## src/rtl/contactor_pkg.sv

```systemverilog
// Shared types for the contactor sequencer: FSM states and latched fault codes.
package contactor_pkg;

  typedef enum logic [2:0] {
    OPEN,
    CLOSING,
    CLOSED,
    OPENING,
    FAULT
  } state_e;

  localparam logic [1:0] FLT_NONE     = 2'b00;
  localparam logic [1:0] FLT_CLOSE_TO = 2'b01;
  localparam logic [1:0] FLT_DROP     = 2'b10;
  localparam logic [1:0] FLT_WELD     = 2'b11;

endpackage

```

## src/rtl/contactor_ctrl_fb_debounce.sv

```systemverilog
// Two-flop synchroniser plus stability counter for one raw contact input.
// The output flips only after DEBOUNCE_CYC consecutive disagreeing samples.
module fb_debounce #(
  parameter int DEBOUNCE_CYC = 16,
  parameter int CNT_W        = 16
) (
  input  logic i_clk,
  input  logic i_rst_n,
  input  logic i_raw,
  output logic o_db
);

  logic [1:0]       r_sync;
  logic [CNT_W-1:0] r_cnt;
  logic             r_db;

  always_ff @(posedge i_clk or negedge i_rst_n) begin
    if (!i_rst_n) begin
      r_sync <= 2'b00;
      r_cnt  <= '0;
      r_db   <= 1'b0;
    end else begin
      r_sync <= {r_sync[0], i_raw};
      if (r_sync[1] == r_db) begin
        r_cnt <= '0;
      end else if (r_cnt == CNT_W'(DEBOUNCE_CYC - 1)) begin
        r_db  <= r_sync[1];
        r_cnt <= '0;
      end else begin
        r_cnt <= r_cnt + 1'b1;
      end
    end
  end

  assign o_db = r_db;

endmodule

```

## src/rtl/contactor_ctrl.sv

```systemverilog
// Contactor sequencer: drives the coil from permit/request, supervises close and
// open timing against debounced aux feedback, and latches the first fault seen.
module contactor_ctrl
  import contactor_pkg::*;
#(
  parameter int DEBOUNCE_CYC  = 16,
  parameter int CLOSE_TIMEOUT = 1000,
  parameter int OPEN_TIMEOUT  = 1000,
  parameter int CNT_W         = 16
) (
  input  logic       i_clk,
  input  logic       i_rst_n,
  input  logic       i_req_close,
  input  logic       i_permit,
  input  logic       i_aux_fb,
  input  logic       i_fault_clr,
  output logic       o_coil,
  output logic       o_fb_db,
  output logic       o_closed,
  output logic       o_busy,
  output logic       o_fault,
  output logic [1:0] o_fault_code
);

  state_e           r_state;
  logic [CNT_W-1:0] r_timer;
  logic             r_coil, r_closed, r_busy, r_fault;
  logic [1:0]       r_code;
  logic             w_fb_db;
  logic             w_drop;

  fb_debounce #(
    .DEBOUNCE_CYC (DEBOUNCE_CYC),
    .CNT_W        (CNT_W)
  ) u_fb_db (
    .i_clk   (i_clk),
    .i_rst_n (i_rst_n),
    .i_raw   (i_aux_fb),
    .o_db    (w_fb_db)
  );

  // Losing permit or request always wins over feedback, which wins over timeout.
  assign w_drop = ~i_permit | ~i_req_close;

  always_ff @(posedge i_clk or negedge i_rst_n) begin
    if (!i_rst_n) begin
      r_state  <= OPEN;
      r_timer  <= '0;
      r_coil   <= 1'b0;
      r_closed <= 1'b0;
      r_busy   <= 1'b0;
      r_fault  <= 1'b0;
      r_code   <= FLT_NONE;
    end else begin
      case (r_state)
        OPEN: begin
          r_timer <= '0;
          if (w_fb_db) begin
            r_state <= FAULT;
            r_fault <= 1'b1;
            r_code  <= FLT_WELD;
          end else if (i_req_close & i_permit) begin
            r_state <= CLOSING;
            r_coil  <= 1'b1;
            r_busy  <= 1'b1;
          end
        end
        CLOSING: begin
          if (w_drop) begin
            r_state <= OPENING;
            r_coil  <= 1'b0;
            r_timer <= '0;
          end else if (w_fb_db) begin
            r_state  <= CLOSED;
            r_closed <= 1'b1;
            r_busy   <= 1'b0;
          end else if (r_timer == CNT_W'(CLOSE_TIMEOUT - 1)) begin
            r_state <= FAULT;
            r_coil  <= 1'b0;
            r_busy  <= 1'b0;
            r_fault <= 1'b1;
            r_code  <= FLT_CLOSE_TO;
          end else begin
            r_timer <= r_timer + 1'b1;
          end
        end
        CLOSED: begin
          if (w_drop) begin
            r_state  <= OPENING;
            r_coil   <= 1'b0;
            r_closed <= 1'b0;
            r_busy   <= 1'b1;
            r_timer  <= '0;
          end else if (!w_fb_db) begin
            r_state  <= FAULT;
            r_coil   <= 1'b0;
            r_closed <= 1'b0;
            r_fault  <= 1'b1;
            r_code   <= FLT_DROP;
          end
        end
        OPENING: begin
          if (!w_fb_db) begin
            r_state <= OPEN;
            r_busy  <= 1'b0;
          end else if (r_timer == CNT_W'(OPEN_TIMEOUT - 1)) begin
            r_state <= FAULT;
            r_busy  <= 1'b0;
            r_fault <= 1'b1;
            r_code  <= FLT_WELD;
          end else begin
            r_timer <= r_timer + 1'b1;
          end
        end
        FAULT: begin
          r_timer <= '0;
          // Request must be released and the contact seen open before re-arming.
          if (i_fault_clr & ~i_req_close & ~w_fb_db) begin
            r_state <= OPEN;
            r_fault <= 1'b0;
            r_code  <= FLT_NONE;
          end
        end
        default: begin
          r_state  <= OPEN;
          r_timer  <= '0;
          r_coil   <= 1'b0;
          r_closed <= 1'b0;
          r_busy   <= 1'b0;
          r_fault  <= 1'b0;
          r_code   <= FLT_NONE;
        end
      endcase
    end
  end

  assign o_coil       = r_coil;
  assign o_fb_db      = w_fb_db;
  assign o_closed     = r_closed;
  assign o_busy       = r_busy;
  assign o_fault      = r_fault;
  assign o_fault_code = r_code;

endmodule

```

## config.mk

```make
export PLATFORM = sky130hd
export DESIGN_NAME = contactor_ctrl
export DESIGN_NICKNAME = d
export VERILOG_FILES = /design/src/rtl/contactor_pkg.sv /design/src/rtl/contactor_ctrl_fb_debounce.sv /design/src/rtl/contactor_ctrl.sv
export SDC_FILE = /design/constraint.sdc
export NUM_CORES = 1
export LEC_CHECK = 0
export CAP_MARGIN = 25
export CORE_MARGIN = 5
export CORE_UTILIZATION = 36
export DETAILED_ROUTE_END_ITERATION = 7
export HOLD_SLACK_MARGIN = 0.06
export PLACE_DENSITY = 0.58
export SLEW_MARGIN = 20
export SYNTH_ARGS = -nofsm -noshare
export SYNTH_HDL_FRONTEND = slang
export SYNTH_HIERARCHICAL = 1
export SYNTH_SLANG_ARGS = --single-unit
```

## constraint.sdc

```tcl
create_clock -name i_clk -period 1.86 [get_ports i_clk]
set_input_delay 0.186 -clock i_clk [delete_from_list [all_inputs] [get_ports i_clk]]
set_output_delay 0.186 -clock i_clk [all_outputs]
set_load 0.01 [all_outputs]
```

### Yosys cells after proc, flatten, opt, wreduce, memory -nomap -nowiden

Index checks and enable logic that the tools add are counted.

| cells by class | value |
|---|---|
| $add $sub $neg | 2 |
| eq/ne operators | 24 |
| mux-type cells | 53 |
| bitwise gates (word level) | 11 |
| reduce and logical (&&, ||, !) cells | 11 |

Operator list:

| cell | count |
|---|---|
| two-way mux 16 bit | 7 |
| case mux 16 bit (3 select lines) | 1 |
| adder 16 x 1 -> 16 bit (second input constant) | 2 |
| two-way mux 3 bit | 9 |
| two-way mux 1 bit | 21 |
| inequality test 2 bit (second input constant) | 10 |
| two-way mux 2 bit | 9 |
| equality test 16 x 10 -> 1 bit (second input constant) | 1 |
| equality test 16 x 4 -> 1 bit (second input constant) | 1 |
| case mux 3 bit (5 select lines) | 1 |
| case mux 1 bit (5 select lines) | 2 |
| case mux 2 bit (5 select lines) | 1 |
| inequality test 3 bit (second input constant) | 3 |
| AND reduction 9 bit | 1 |
| NOT 1 bit | 7 |
| AND reduction 7 bit | 1 |
| equality test 3 x 2 -> 1 bit (second input constant) | 2 |
| inequality test 2 x 1 -> 1 bit (second input constant) | 3 |
| AND reduction 3 bit | 2 |
| AND reduction 6 bit | 1 |
| AND reduction 5 bit | 1 |
| case mux 1 bit (4 select lines) | 1 |
| AND reduction 4 bit | 1 |
| AND 1 bit | 3 |
| 10 further kinds | 10 |

| storage, ports and cells | value |
|---|---|
| flip-flop bits (word level) | 44 |
| bits of input ports | 6 |
| output and inout bits | 7 |
| word-level logic and storage cells | 111 |

### Logic depth before layout (Yosys ltp)

| logic depth | value |
|---|---|
| word-level depth | 5 |
| gate-level depth with buffers | 8 |

### Hierarchy

The synthesis kept the hierarchy.

Modules (own cells, without submodules):

| module | instances | cells an instance | area each (um2) |
|---|---|---|---|
| contactor_ctrl | 1 | 164 | 1511.4 |
| fb_debounce | 1 | 86 | 889.6 |

### Worst setup path before layout

Ideal clock, no wire load.

| timing path | value |
|---|---|
| path kind | flip-flop to flip-flop |
| from | register u_fb_db.r_db, in the netlist u_fb_db/o_db |
| to | register r_timer[2] |
| setup time | 133 ps |
| data arrival time | 1613 ps |
| data required time | 1727 ps |
| slack | 114 ps |
| cell stages (with the launch flop) | 9 |
| buffers on the path | 3 |
| period minus slack after synthesis | 1746 ps |
| cells stage by stage | dfrtp_1 buf_4 nand3_1 or3_1 a21oi_2 buf_6 buf_6 nand4b_1 nand2_1 |

| on the way | value |
|---|---|
| word-level cells in the longest chain between the ends | 2 |

Ends and longest elaborated chain:

| item | RTL line | text |
|---|---|---|
| from (decl) | contactor_ctrl_fb_debounce.sv:15 | `logic r_db;` |
| from (signal assigned) | contactor_ctrl_fb_debounce.sv:27 | `r_db <= r_sync[1];` |
| inequality test 3 bit (no source line) or inequality test 2 x 1 -> 1 bit (tied branches) | -- |  |
| AND reduction 3 bit (no source line) (*) | -- |  |
| to (signal assigned) | contactor_ctrl.sv:84 | `r_timer <= r_timer + 1'b1;` |
| to (signal assigned) | contactor_ctrl.sv:112 | `r_timer <= r_timer + 1'b1;` |
| to (decl) | contactor_ctrl.sv:26 | `logic [CNT_W-1:0] r_timer;` |

Mark *: on every way between the ends. The rest lies on a longest branch, timed or not.
A chain may end at the register's enable or synchronous reset.

### Worst setup path in the final report

| timing path | value |
|---|---|
| from | register r_timer[0] |
| to | register r_timer[3] |

| on the way | value |
|---|---|
| word-level cells in the longest chain between the ends | 5 |

Ends and longest elaborated chain:

| item | RTL line | text |
|---|---|---|
| adder 16 x 1 -> 16 bit or equality test 16 x 10 -> 1 bit (tied branches) | -- |  |
| two-way mux 16 bit (*) | contactor_ctrl.sv:77, contactor_ctrl.sv:106 |  |
| two-way mux 16 bit | contactor_ctrl.sv:73 | `end else if (w_fb_db) begin` |
| two-way mux 16 bit | contactor_ctrl.sv:69 | `if (w_drop) begin` |
| case mux 16 bit (3 select lines) (*) | contactor_ctrl.sv:55 | `case (r_state)` |

Mark *: on every way between the ends. The rest lies on a longest branch, timed or not. The select of a mux whose other input is x is not followed.

==> summary.md <==
| Metric | Value |
|---|---|
| CTS Buffer Depth | `2` |
| WP data arrival | `1980 ps` |
| Initial Utilization | `37.4%` |
| Final slew viol count | `0` |
| Gr ovfl total | `0` |
| Pre-Repair DR Iteration Count | `4` |
| Final Instance Count excl. Fillers | `362` |
| Adder-cell share of the synthesized area | `1.04%` |
| CTS Root Cell | `clkbuf_8` |
| Vias per cell | `5.53` |
| Setup Skew | `12.8 ps` |
| Yosys warning count | `6` |
| Fmax | `559 MHz` |
| Max rail drop VDD | `0.725 mV` |
| Port bufs | `12` |
| Vias | `2003` |
| Die Area | `8400 um2` |
| Primary FF master, synth | `dfrtp_1` |
| DRC | `0` |
| Post-detail-place hpwl | `3760 um` |
| CTS clk-pin slew, worst paths | `100 ps` |
| Compound-gate portion of the synthesized area | `13.5%` |
| Xor/xnor share of the synthesized area | `7.66%` |
| Startpoint Class | `flop` |
| Drt total wl | `5350 um` |
| GRT Overall Usage | `13.3%` |
| ANT cells | `0` |
| Critical path's largest stage delay | `360 ps` |
| IO Pins | `13` |
| Synth Instances | `250` |
| EDFF count, synth | `0` |
| Die Y-Extent | `91.7 um` |
| Num rows | `29` |
| Synth Area in Simple Gates | `26.5%` |
| Critical Path, Cell by Cell | `ha_1 > nor4bb_1 > nand4_2 > or4b_4 > nor2_1 > a211o_1` |
| Sequential share of the synthesized area | `45.9%` |
| P per Cell Area | `1080 nW/um2` |
| Critical Path RT | `2050 ps` |
| Placed cell count | `353` |
| Largest family of logic cells by synthesized area | `simple AND/OR/NAND/NOR gates` |
| Multiplexer share of the synthesized area | `0.886%` |
| Crit share post-route | `96.1%` |
| Total power | `3.12 mW` |
| Critical Path Sink Type | `flop` |
| Worst-Margin Slew | `377 ps` |
| Status | `completed` |
| Initial antenna violation count | `0` |
| Largest net degree at the start of global routing | `18` |
| Final Hold Viols | `0` |
| Clk sinks | `44` |
| CTS tree | `built` |
| Area Overhead vs Synth | `20.7%` |
| CP Class | `flop to flop` |
| Max_slew headroom | `74.5%` |
| Final nets | `292` |
| CTS HTree Levels | `2` |
| Wire length per cell | `14.8 um` |
| Distinct cells, synth | `57` |
| FFs w/ async S/R, synth | `100%` |
| Die X-Extent | `91.7 um` |
| CTS Buf Count | `5` |
| Post-CTS setup buffer count | `0` |
| DRT antenna net count | `0` |
| Share of cells above drive strength 1 | `18.9%` |
| Mapped Area | `2400 um2` |
| GP Congestion | `0.877` |
| Max cap viols | `0` |
| Vias in the first global route | `1962` |
| Syn Area/Cell | `9.60 um2` |
| Worst skew pair latency | `310 ps` |
| Mapped Nets | `258` |
| Global-route wire length before repair | `9230 um` |
| Unrepaired setup endpoints after global routing | `true` |
| Setup WS pre-CTS | `-123 ps` |
| CP Max Fanout | `8` |
| Core area | `6420 um2` |
| DR iter-0 viols | `78` |
| Setup ws final | `72.1 ps` |
| Setup violations, final | `0` |
| Fin crit period | `1790 ps` |
| Worst Hold Class | `primary input to async pin` |
| Yosys reg bits | `44` |
| Pleak | `1.16 nW` |
| Critical-path top delay cell | `dfrtp_1` |
## routing by layer
metal | vias to the layer above | global-route usage [%] | routed length [um]
met5 | - | 0 | 0
met4 | 0 | 4.90 | 70
met3 | 9 | 2.95 | 192
met2 | 43 | 20.8 | 2470
met1 | 963 | 18.2 | 2620
li1 | 988 | - | -
## what timing repair did
item	CTS	global route
hold buffers	1	0
hold endpoints to repair	12	0
endpoints found under the setup margin	0	16
resized for setup	0	8
## cell families (layout without fill, tap and decap cells)
kind of cell,Yosys count,after routing
compound gates,48,48
buf+inv,20,55
flops,44,44
fa+ha+maj,2,2
mux,2,2
simple gates,113,113
xor+xnor,21,21
## report_power, final
part           internal [mW]  switching, mW
logic                  0.567          0.603
registers               1.06          0.114
clock network          0.405          0.368
total                   2.04           1.08
## cells in the final DEF, fill, tap and decap left out, drive strengths merged, types with 2 or more instances in the layout
master and instances:
a211oi 2, inv 9, or4 6, nand3 11, nand4b 2, o311ai 3, nor3b 2, o22ai 2
clkbuf 5, xor2 3, and3 3, nor4b 3, or3 4, dfrtp 44, a21oi 17, nand2 17
nand4 9, a22oi 2, o31ai 5, and4 4, o211ai 2, nor4 8, nor3 8, buf 27
nor2 29, o21ai 4, ha 2, clkdlybuf4s50 11, xnor2 18
## area by class of cell
class | instances | area (um2)
Tap cell | 77 | 96.3
Multi-Input combinational cell | 186 | 1220
Inverter | 8 | 30.0
Clock inverter | 3 | 46.3
Timing Repair Buffer | 39 | 333
Clock buffer | 5 | 68.8
Sequential cell | 44 | 1100
Fill cell | 597 | 3520
## sequential cells by signal (all words and copies together) (netlist names)
name	flops
r_state	3
u_fb_db/r_sync	2
o_fault	1
u_fb_db/r_cnt	16
o_fault_code	2
o_busy	1
o_closed	1
u_fb_db/o_db	1
r_timer	16
o_coil	1
## path summary, 6_finish.rpt
path                              startpoint           endpoint  slack [ps]  depth (start not counted)
max                               r_timer[0]         r_timer[3]          70                          6
min                                  i_rst_n   u_fb_db/r_cnt[9]         300                          2
max reg2reg                       r_timer[0]         r_timer[3]          70                          6
min reg2reg                u_fb_db/r_sync[0]  u_fb_db/r_sync[1]         380                          0
max in group asynchronous            i_rst_n         r_timer[1]        1000                          3
min in group i_clk                  i_aux_fb  u_fb_db/r_sync[0]         320                          1
## per-stage QoR
stage | TNS (ps) | instance area, um2 | hold WS, ps | util, %
2_1_floorplan | 0 | 2400 | -110 | -
3_3_place_gp | -539 | 2740 | 107 | 42.7
3_5_place_dp | -1050 | 2740 | 116 | 42.7
4_1_cts | 0 | 2870 | 308 | 44.6
5_1_grt | -108 | 2900 | 306 | 45.1
6_report | 0 | 2900 | 298 | 45.1
## cells in the mapped netlist (all sizes together), types with 3 or more instances
cell type / n / area share, %
xnor2: 18 / 6.6
and4: 4 / 1.5
buf: 11 / 3.1
nor4: 8 / 2.1
o21ai: 4 / 0.83
o311ai: 3 / 1.1
nor3: 8 / 1.7
nand4: 9 / 2.9
or4: 6 / 1.9
dfrtp: 44 / 46
nor4b: 3 / 1.1
nor2: 29 / 4.8
nand3: 11 / 2.3
o31ai: 5 / 1.6
xor2: 3 / 1.1
and3: 3 / 0.78
or3: 4 / 1.0
inv: 8 / 1.3
nand2: 17 / 2.8
a21oi: 17 / 3.7
## critical path: cells and delay by family, from the launching register on
kind,cells,cell delay [ps]
and+or+nand+nor,4,890
DFF,1,360
AOI/OAI and AO/OA,1,250
adders and majority gates,1,190
Power figures use the tool's default switching activity.
==> variant 1 (config.mk and constraints unchanged) <==
`CNT_W` is set to 16 in 2 places; all go to 18.
--- a/src/rtl/contactor_ctrl_fb_debounce.sv
+++ b/src/rtl/contactor_ctrl_fb_debounce.sv
@@ -2,7 +2,7 @@
 // The output flips only after DEBOUNCE_CYC consecutive disagreeing samples.
 module fb_debounce #(
   parameter int DEBOUNCE_CYC = 16,
-  parameter int CNT_W        = 16
+  parameter int CNT_W        = 18
 ) (
   input  logic i_clk,
   input  logic i_rst_n,
--- a/src/rtl/contactor_ctrl.sv
+++ b/src/rtl/contactor_ctrl.sv
@@ -6,7 +6,7 @@
   parameter int DEBOUNCE_CYC  = 16,
   parameter int CLOSE_TIMEOUT = 1000,
   parameter int OPEN_TIMEOUT  = 1000,
-  parameter int CNT_W         = 16
+  parameter int CNT_W         = 18
 ) (
   input  logic       i_clk,
   input  logic       i_rst_n,
Formal check against the unedited RTL: same outputs for any inputs over 10 cycles, from zero or initial values and one cycle with i_rst_n low; that may be too few to reach the edited logic, so the function may still have changed.
==> variant 1 against the original RTL <==
Routed wire length rose by 19%. Final area up 19%. Synthesized area rose by 14%. Worst hold slack better by 15 ps. Sequential share of layout area shrank 3.4 points. Sequential cell count rose by 4. Total power rose by 6.6%. Synthesized cell count is 14% higher. Setup slack got worse by 150 ps. Combinational power increased by 11%. Via count grew 18%. The run now ends with negative setup slack left. Clock power rose by 3.2%.
==> variant 1: results (changes against the original RTL) <==
- Met2 routed WL: 3040 um (was 2470 um)
- Met1 Usage GRT: 19.2% (was 18.2%)
- Routed wire per std cell: 14.2 um (was 14.8 um)
- Critical path capture point: o_coil (was r_timer[3])
- First-pass GRT wire length: 11,100 um (was 9230 um)
- RR Endpoint: o_coil (was r_timer[3])
- Metal1 wirelength: 3070 um (was 2620 um)
- Clock Sinks: 48 (was 44)
- Outcome: finished with violations (was finished, final reports clean)
- Met2 usage: 22.9% (was 20.8%)
- Final Wtd Congestion: 0.821 (was 0.877)
- Post-synth top cells: dfrtp_1 (48), nor2_1 (34), nand2_1 (19) (was dfrtp_1 (44), nor2_1 (26), xnor2_1 (18))
- Net count after synthesis: 293 (was 258)
- Via density: 5.30 (was 5.53)
- Number of distinct library cells after synthesis: 53 (was 57)
- Largest regs: r_timer: 18 flops, u_fb_db/r_cnt: 18 flops, r_state: 3 flops (was r_timer: 16 flops, u_fb_db/r_cnt: 16 flops, r_state: 3 flops)
- Arrival @ worst endpoint: 2140 ps (was 1980 ps)
- Fin nets: 355 (was 292)
- Post-synthesis mux area share: 1.61% (was 0.886%)
- # setup viols final: 15 (was 0)
- Violated checks: negative setup slack
- Compound-Gate Fraction of Synth Area: 18.2% (was 13.5%)
- GR met3 Demand/Resource: 3.31% (was 2.95%)
- Final worst slack: -75.3 ps (was 72.1 ps)
- CP startpoint: r_timer[13] (was r_timer[0])
- CTS resizes: 1 (was 0)
- ClkCell Share: 3.33% (was 3.97%)
- Static Leakage: 1.49 nW (was 1.16 nW)
- Class of the tightest hold or removal check: primary input to flip-flop (was primary input to async pin)
- Maximum number of pins on one net before global-route repair: 31 (was 18)
- Fillers: 688 (was 597)
- Reg area: 1200 um^2 (was 1100 um^2)
- Buffer share of cell area: 15.1% (was 11.5%)
- Setup TNS: -349 ps (was 0 ps)
- Met3 WL: 215 um (was 192 um)
- Adder-cell share of the synthesized area: 0.917% (was 1.04%)
- Hold Path Stages: 1
- Area occupied by multi-input gates: 1470 um^2 (was 1220 um^2)
- Register area share after synthesis: 44.0% (was 45.9%)
- DP Wirelength: 4670 um (was 3760 um)
- Clock skew: 17.1 ps (was 12.8 ps)
- All-Layer GR Usage: 14.2% (was 13.3%)
- Net Switching: 0.00117 W (was 0.00108 W)
- Layout cells sized above 1: 24.1% (was 18.9%)
- Worst-path maximum fanout: 3 (was 8)
- Worst r2r path cells: 5 (was 6)
- Top post-synthesis cells by area: dfrtp_1 (44%), xnor2_1 (5.8%), nor2_1 (4.7%) (was dfrtp_1 (46%), xnor2_1 (6.6%), nor2_1 (4.1%))
- Maximum vdd ir drop: 0.429 mV (was 0.725 mV)
- Non-clock buffer count: 66 (was 39)
-- variant 1: power by group through the flow --
stage,registers (W),clock network (W),logic (W)
2_1_floorplan,0.00125,0,0.000720
3_3_place_gp,0.00124,0,0.00124
3_5_place_dp,0.00125,0,0.00125
4_1_cts,0.00123,0.000824,0.00127
5_1_grt,0.00124,0.000874,0.00143
6_report,0.00122,0.000798,0.00130
-- variant 1: stage by stage --
| stage | hold WS [ps] | std cells | worst slack (ps) | instance area [um^2] | utilization [%] |
|---|---|---|---|---|---|
| finish | 313 | 447 | -75.3 | 3460 | 47.2 |
| CTS | 299 | 446 | -79.0 | 3430 | 46.8 |
| global placement | 292 | 437 | -147 | 3300 | 45.0 |
| global route | 284 | 447 | -161 | 3460 | 47.2 |
| detailed placement | 296 | 437 | -165 | 3300 | 45.0 |
| floorplan | -110 | 285 | -204 | 2740 | - |
-- variant 1: critical path, cell delays in order, from the launching register on --
cell and delay (ps):
dfrtp_1 390, nor4b_2 330, nand4_2 160, or4_4 480, a31oi_4 160, mux2_4 320
==> variant 2 (config.mk and constraints unchanged) <==
Made on the original files. Make the reset (`i_rst_n`) synchronous in 2 clocked blocks.
--- a/src/rtl/contactor_ctrl_fb_debounce.sv
+++ b/src/rtl/contactor_ctrl_fb_debounce.sv
@@ -14,7 +14,7 @@
   logic [CNT_W-1:0] r_cnt;
   logic             r_db;
 
-  always_ff @(posedge i_clk or negedge i_rst_n) begin
+  always_ff @(posedge i_clk) begin
     if (!i_rst_n) begin
       r_sync <= 2'b00;
       r_cnt  <= '0;
--- a/src/rtl/contactor_ctrl.sv
+++ b/src/rtl/contactor_ctrl.sv
@@ -42,7 +42,7 @@
   // Losing permit or request always wins over feedback, which wins over timeout.
   assign w_drop = ~i_permit | ~i_req_close;
 
-  always_ff @(posedge i_clk or negedge i_rst_n) begin
+  always_ff @(posedge i_clk) begin
     if (!i_rst_n) begin
       r_state  <= OPEN;
       r_timer  <= '0;
Behaviour: differs if i_rst_n is asserted again (counterexample within 4 cycles, from zero or initial values and one cycle with i_rst_n low); with i_rst_n held inactive, the same outputs for 10 cycles.
==> variant 2 against the original RTL <==
The run now ends with negative setup slack left. Global-route usage grew 0.35 points. Worst hold slack gained 140 ps. Synthesized cell count grew 8.4%. Synthesized area shrank 5.0%. Routed wire length shrank 7.1%. Setup slack lost 170 ps. Final area shrank 2.7%. Sequential cell count is the same. First-iteration DRC count grew 15%. Largest cell class unchanged.
Power is not compared: it rests on default switching activity, and its combinational part moved more than twofold at a synthesized area within 25%.
==> variant 2: results (changes against the original RTL) <==
- Outcome: finished with violations (was finished, final reports clean)
- Violated checks: negative setup slack
- DP Wirelength: 3640 um (was 3760 um)
- Vias in the first global route: 1,892 (was 1,962)
- Final worst slack: -96.7 ps (was 72.1 ps)
- Fin nets: 322 (was 292)
- Worst r2r path cells: 5 (was 6)
- Setup TNS: -273 ps (was 0 ps)
- Met1 Usage GRT: 19.4% (was 18.2%)
- All-Layer GR Usage: 13.7% (was 13.3%)
- Final wirelength: 4970 um (was 5350 um)
- Top FF cell, synth: dfxtp_1 (was dfrtp_1)
- Post-synth top cells: dfxtp_1 (44), nor2_1 (31), xnor2_1 (24) (was dfrtp_1 (44), nor2_1 (26), xnor2_1 (18))
- XOR/XNOR Fraction of Synth Area: 10.4% (was 7.66%)
- Compound-Gate Fraction of Synth Area: 12.9% (was 13.5%)
- Clock skew: 10.1 ps (was 12.8 ps)
- Critical path capture point: o_fault_code[1] (was r_timer[3])
- GR met3 Demand/Resource: 2.28% (was 2.95%)
- # setup viols final: 5 (was 0)
- Fillers: 639 (was 597)
- Class of the tightest hold or removal check: flip-flop to flip-flop (was primary input to async pin)
- Maximum number of pins on one net before global-route repair: 16 (was 18)
- 1st-iter DRT viols: 90 (was 78)
- Adder-cell share of the synthesized area: 1.10% (was 1.04%)
- First-pass GRT wire length: 8790 um (was 9230 um)
- DR vias: 2,053 (was 2,003)
- Worst-path maximum fanout: 6 (was 8)
- Number of distinct library cells after synthesis: 54 (was 57)
- Post-synthesis mux area share: 0.439% (was 0.886%)
- Worst skew pair latency: 290 ps (was 310 ps)
- Clock Path Buffers: 2 (unchanged)
- Top post-synthesis cells by area: dfxtp_1 (39%), xnor2_1 (9.2%), nor2_1 (5.1%) (was dfrtp_1 (46%), xnor2_1 (6.6%), nor2_1 (4.1%))
- Arrival @ worst endpoint: 2150 ps (was 1980 ps)
- Register area share after synthesis: 38.6% (was 45.9%)
- Final Wtd Congestion: 0.916 (was 0.877)
- Async SR Flop Fraction: 0% (was 100%)
- DP Area: 2730 um^2 (was 2740 um^2)
## variant 2: timing repair
action	4_1_cts	5_1_grt
gates cloned	0	0
setup endpoints to repair	9	11
gates resized for setup	1	2
buffers inserted	0	1
pin swaps	2	5
## variant 2: kinds of logic after synthesis
group | Yosys count
and+or+nand+nor | 133
AOI/OAI and AO/OA | 44
DFF | 44
xor gates and xnor gates | 27
buffers and inverters | 20
adders and majority gates | 2
muxes | 1
## variant 2: worst min-delay path by stage
stage / startpoint / slack, ps / cells past startpoint / to
after CTS: u_fb_db/r_sync[0] / 440 / 1 / u_fb_db/r_sync[1]
after detailed placement: u_fb_db/r_sync[0] / 420 / 1 / u_fb_db/r_sync[1]
after global placement: u_fb_db/r_sync[0] / 420 / 1 / u_fb_db/r_sync[1]
after global routing: u_fb_db/r_sync[0] / 450 / 1 / u_fb_db/r_sync[1]
after floorplan: i_rst_n / 310 / 1 / u_fb_db/r_sync[0]
final: u_fb_db/r_sync[0] / 440 / 1 / u_fb_db/r_sync[1]
## variant 2: power groups by stage
stage / Sequential (W) / Combinational, W / Clock (W)
floorplan: 0.00100 / 0.000124 / 0
global placement: 0.00101 / 0.000213 / 0
detailed placement: 0.00101 / 0.000211 / 0
CTS: 0.000986 / 0.000212 / 0.000608
global route: 0.000990 / 0.000239 / 0.000641
finish: 0.000986 / 0.000213 / 0.000575
## variant 2: metal layers
layer	vias up	wire length (um)
met1	942	2570
met4	0	60
met5	-	0
met3	7	164
li1	1065	-
met2	39	2180
## variant 2: final cells by class
| cell class | count | area, um^2 | area share [%] |
|---|---|---|---|
| Tap cell | 77 | 96.3 | 3.42 |
| Sequential cell | 44 | 882 | 31.3 |
| Inverter | 7 | 26.3 | 0.932 |
| Clock buffer | 5 | 68.8 | 2.44 |
| Clock inverter | 2 | 12.5 | 0.444 |
| Timing Repair Buffer | 49 | 410 | 14.6 |
| Multi-Input combinational cell | 207 | 1320 | 46.9 |
## variant 2: stage by stage
step,utilization (%),setup WS [ps],std cells
final,45.2,-96.7,391
after global routing,45.2,-137,391
after CTS,45.1,-101,390
after detailed placement,43.7,-105,383
after global placement,43.7,-87.5,383
after floorplan,-,-122,271
## variant 2: critical path: stages (launching register included)
cell     delay [ps]
dfxtp_2         320
or4_4           530
or4_4           620
nand2_4          90
o21ai_2          50
a32o_2          240
